File: config.mk
export PLATFORM = sky130hd
export DESIGN_NAME = gpio_in_cond
export DESIGN_NICKNAME = d
export VERILOG_FILES = /design/src/rtl/gpio_in_cond.sv
export SDC_FILE = /design/constraint.sdc
export NUM_CORES = 1
export LEC_CHECK = 0
export CORE_ASPECT_RATIO = 0.75
export CORE_MARGIN = 3
export CORE_UTILIZATION = 35
export CTS_CLUSTER_SIZE = 24
export DETAILED_ROUTE_END_ITERATION = 10
export PLACE_DENSITY = 0.55
export SLEW_MARGIN = 15
export SYNTH_ARGS = -nofsm -noshare
export SYNTH_HDL_FRONTEND = slang
export SYNTH_SLANG_ARGS = --single-unit
File: constraint.sdc
create_clock -name clk -period 6.55 [get_ports clk]
set_input_delay 1.965 -clock clk [delete_from_list [all_inputs] [get_ports clk]]
set_output_delay 1.965 -clock clk [all_outputs]
set_load 0.05 [all_outputs]
File: src/rtl/gpio_in_cond.sv
// GPIO input conditioner: 2-flop synchronizer, optional per-bit debounce, edge detect and IRQ registers.
// Define GPIO_IN_DEBOUNCE_EN to build the debounce counters; otherwise filt is sync2 delayed one register.
module gpio_in_cond #(
    parameter int DB_CYCLES = 4
) (
    input  logic        clk,
    input  logic        rst,
    input  logic [31:0] gpio_pad,
    output logic [31:0] gpio_in,
    input  logic        wr_en,
    input  logic        rd_en,
    input  logic [7:0]  addr,
    input  logic [31:0] wdata,
    output logic [31:0] rdata,
    output logic        irq
);

    localparam logic [7:0] ADDR_FILT     = 8'h00;
    localparam logic [7:0] ADDR_RISE_EN  = 8'h04;
    localparam logic [7:0] ADDR_FALL_EN  = 8'h08;
    localparam logic [7:0] ADDR_IRQ_STAT = 8'h0C;
    localparam logic [7:0] ADDR_IRQ_MASK = 8'h10;

    logic [31:0] sync1;
    logic [31:0] sync2;
    logic [31:0] filt;
    logic [31:0] filt_nxt;
    logic [31:0] rise_q;
    logic [31:0] fall_q;
    logic [31:0] rise_en;
    logic [31:0] fall_en;
    logic [31:0] irq_stat;
    logic [31:0] irq_mask;
    logic [31:0] stat_set;
    logic [31:0] stat_clr;

`ifdef GPIO_IN_DEBOUNCE_EN
    // A bit loads on the DB_CYCLES-th consecutive cycle that sync2 differs from filt.
    localparam logic [3:0] CNT_LAST = 4'(DB_CYCLES - 1);

    logic [3:0] cnt [32];

    always_comb begin
        filt_nxt = filt;
        for (int i = 0; i < 32; i++) begin
            if ((sync2[i] != filt[i]) && (cnt[i] == CNT_LAST)) begin
                filt_nxt[i] = sync2[i];
            end
        end
    end

    always_ff @(posedge clk) begin
        if (rst) begin
            for (int i = 0; i < 32; i++) begin
                cnt[i] <= 4'h0;
            end
        end else begin
            for (int i = 0; i < 32; i++) begin
                if ((sync2[i] == filt[i]) || (cnt[i] == CNT_LAST)) begin
                    cnt[i] <= 4'h0;
                end else if (cnt[i] != 4'hF) begin
                    cnt[i] <= cnt[i] + 4'h1;
                end
            end
        end
    end
`else
    logic [3:0] unused_db_cycles;

    assign unused_db_cycles = 4'(DB_CYCLES);
    assign filt_nxt         = sync2;
`endif

    // wr_en/rd_en are single-cycle strobes qualified by addr; writes take effect on the
    // next rising edge, reads are combinational and return zero when not selected.
    assign stat_set = (rise_q & rise_en) | (fall_q & fall_en);
    assign stat_clr = (wr_en && (addr == ADDR_IRQ_STAT)) ? wdata : 32'h0;

    always_ff @(posedge clk) begin
        if (rst) begin
            sync1    <= 32'h0;
            sync2    <= 32'h0;
            filt     <= 32'h0;
            rise_q   <= 32'h0;
            fall_q   <= 32'h0;
            rise_en  <= 32'h0;
            fall_en  <= 32'h0;
            irq_stat <= 32'h0;
            irq_mask <= 32'h0;
            irq      <= 1'b0;
        end else begin
            sync1    <= gpio_pad;
            sync2    <= sync1;
            filt     <= filt_nxt;
            rise_q   <= filt_nxt & ~filt;
            fall_q   <= ~filt_nxt & filt;
            // Set wins over a same-cycle W1C on the same bit.
            irq_stat <= (irq_stat & ~stat_clr) | stat_set;
            irq      <= |(irq_stat & irq_mask);
            if (wr_en && (addr == ADDR_RISE_EN)) begin
                rise_en <= wdata;
            end
            if (wr_en && (addr == ADDR_FALL_EN)) begin
                fall_en <= wdata;
            end
            if (wr_en && (addr == ADDR_IRQ_MASK)) begin
                irq_mask <= wdata;
            end
        end
    end

    assign gpio_in = filt;

    always_comb begin
        rdata = 32'h0;
        if (rd_en) begin
            case (addr)
                ADDR_FILT:     rdata = filt;
                ADDR_RISE_EN:  rdata = rise_en;
                ADDR_FALL_EN:  rdata = fall_en;
                ADDR_IRQ_STAT: rdata = irq_stat;
                ADDR_IRQ_MASK: rdata = irq_mask;
                default:       rdata = 32'h0;
            endcase
        end
    end

endmodule

==> results.tsv <==
stage	metric	value	unit
detailed_routing	wl_met1	15.2	mm
final_layout	post-route-cell-area	13700	sq um
clock_network	worst_skew_pair.late_latency	0.55	ns
yosys	ys_warn_count	0	
clock_network	ctsHoldBuffers	0	
clock_network	clk_path_buf_depth	3	
clock_network	cts_sinks	289	
critical_path	crit_start	addr[4]	
floorplanning	die_y	157	microns
final_layout	final_net_count	1333	
final_layout	seq_area	5790	sq um
place	gp_congestion	0.808	
clock_network	postCtsSetupBuffers	0	
detailed_routing	totalWireLength	31.0	mm
detailed_routing	met2_length	13.0	mm
job	drv_cap	0	
critical_path	critPathKind	input port to primary output	
detailed_routing	wire_per_inst	18.6	microns
clock_network	post_cts_resized	0	
clock_network	cts_tree	built	
timing	finClkSkew	0.0141	ns
yosys	yosys-top-cells-count	dfxtp_1 (289), nand2_1 (192), nor2b_1 (129)	
critical_path	crit_top_cell	buf_4	
critical_path	required	4.59	ns
place	place_area	12700	sq um
timing	tns	0	ns
hold_path	hp-class	flop to flop	
timing	setup_viol	0	
grt	grt.overflow.total	0	
timing	max_freq	166	MHz
critical_path	cp-endpoint	rdata[2]	
final_layout	finalNonFillerCells	1671	
detailed_routing	routed_via_density	5.02	
critical_path	rr_endpoint	irq	
pwr	leakagePower	4.92	nW
yosys	yosysTopAreaCellShare	54.1	%
clock_network	clk_pin_slew	0.06	ns
critical_path	start_kind	input port	
grt	antenna_found_initial	1	
grt	first_global_vias	8283	
critical_path	rr_worst_depth	4	
critical_path	critPathMaxStageDelay	0.68	ns
detailed_routing	met3_length	2.15	mm
clock_network	cts_buffers	29	
pwr	ir_drop	0.175	mV
place	port_buffers	140	
clock_network	cts_root_buffer	clkbuf_16	
timing	timing.final.crit_share	92.2	%
yosys	async_flop_share	0	%
timing	tightest_slew	0.868	ns
detailed_routing	drtPass1Iterations	5	
yosys	syn_area_per_cell	9.33	sq um
clock_network	cts-htree-levels	1	
timing	fin_crit	6.04	ns
yosys	synth_ff_type	dfxtp_1	
outcome	outcome	completed	
yosys	synth-seq-cells	289	
yosys	synth_edf_count	0	
floorplanning	core-area	29600	sq um
critical_path	worst-r2r-setup-slack	5.25	ns
critical_path	path_max_fanout	31	
critical_path	worstPathArrival	4.07	ns
yosys	synth.area.top_cells	dfxtp_1 (54%), nor2b_1 (7.6%), nand2_1 (6.7%)	
yosys	yosysSeqAreaShare	54.1	%
floorplanning	die-area	32700	sq um
final_layout	nFillCells	2888	
floorplanning	die_w	208	microns
detailed_routing	vias	8386	
floorplanning	io_pins	141	
critical_path	path_cells	clkdlybuf4s50_1, buf_4, o21ai_0, nand3_1, buf_4, nor2_1, buf_12	
final_layout	drive_gt1_share	7.98	%
yosys	ys_types	28	
final_layout	multi_input_area	4420	sq um
yosys	yosysMostFrequentCell	dfxtp_1	
critical_path	crit_slowest_cell	clkdlybuf4s50_1	
detailed_routing	drtAntennaViolNets	0	
timing	drv_slew	0	
floorplanning	initial_core_util	36.1	%
timing	grt_setup_unrepaired	no	
critical_path	endpoint_kind	primary output	
place	dp.cells	1618	
pwr	p_per_area	272	nW/um^2
yosys	yosysTopAreaCell	dfxtp_1	
yosys	synth_cells	1145	
timing	maxSlewHeadroom	41.9	%
yosys	synth_fp_nets	1221	
grt	grt_pass1_wl	48.6	mm
detailed_routing	drc	0	
critical_path	r2r-start	irq_stat[13]	
place	hpwlAfterDp	20.5	mm
timing	final-hold-violation-count	0	
grt	grtUsageTotal	18.7	%
grt	grt_max_degree	117	
detailed_routing	drtIter0Drc	650	
yosys	synth_area	10700	sq um
final_layout	syn2layout_area_growth	28.2	%
detailed_routing	top_layer_used	met4	
floorplanning	rows	54	
final_layout	final_core_util	46.3	%
## metrics by stage
| step | total power [mW] | hold slack (ns) | worst slack [ns] |
|---|---|---|---|
| 2_1_floorplan | 1.95 | 0.390 | 0.833 |
| 3_3_place_gp | 2.05 | 0.397 | 0.574 |
| 3_5_place_dp | 2.05 | 0.397 | 0.496 |
| 4_1_cts | 3.77 | 0.404 | 0.488 |
| 5_1_grt | 3.86 | 0.418 | 0.312 |
| 6_report | 3.73 | 0.402 | 0.512 |
## placed cells by master, fill, tap and decap left out, types with 19 or more instances in the layout
master,instances
a21oi_1,128
a22oi_1,48
a2bb2oi_1,32
buf_12,34
buf_4,19
clkbuf_16,29
clkdlybuf4s50_1,106
dfxtp_1,289
inv_1,33
mux2i_1,64
nand2_1,192
nor2_1,36
nor2b_1,128
nor3b_1,32
o21ai_1,30
o22a_1,32
## critical path, delay by kind of cell
kind            cells  cell delay [ns]
buf+inv             4             1.62
simple gates        2             0.30
compound gates      1             0.15
## state kept, by name (all words and copies together) (netlist names)
signal and flops:
rise_en 32, irq_stat 32, gpio_in 32, irq 1, rise_q 32, fall_en 32
fall_q 32, filt_nxt 32, sync1 32, irq_mask 32
## per-layer routing
metal	vias up	GRT usage, %
met5	-	0
met4	0	4.43
met3	44	3.77
met2	261	28.5
met1	3947	27.4
li1	4134	-
## where the power goes
| part | total (mW) | switching, mW | internal, mW |
|---|---|---|---|
| clock network | 1.72 | 0.683 | 1.04 |
| registers | 1.81 | 0.0147 | 1.79 |
| logic | 0.202 | 0.110 | 0.0917 |
| total | 3.73 | 0.807 | 2.92 |
## worst min-delay path by stage
stage / start / to / slack, ns / cells after the start
after global placement: filt_nxt[29] / fall_q[29] / 0.40 / 1
after floorplan: filt_nxt[0] / fall_q[0] / 0.39 / 1
after detailed placement: filt_nxt[4] / fall_q[4] / 0.40 / 1
after global routing: filt_nxt[7] / fall_q[7] / 0.42 / 1
after CTS: filt_nxt[5] / fall_q[5] / 0.40 / 1
final: filt_nxt[5] / fall_q[5] / 0.40 / 1
## kinds of logic after synthesis
logic type / count (synthesis) / share of synthesized area (%)
buf+inv: 112 / 4.60
mux: 64 / 5.99
compound gates: 273 / 16.2
simple gates: 407 / 19.1
flops: 289 / 54.1
## layout make-up
cell class | count | share of cell area, %
well taps | 392 | 3.58
multi-input cells | 744 | 32.3
inverters | 33 | 0.904
clock inverters | 8 | 1.02
diodes | 1 | 0.0183
clock buffers | 44 | 6.15
flip-flops and latches | 289 | 42.2
repair buffers | 160 | 13.9
No activity file was read; power rests on OpenSTA's default activity.
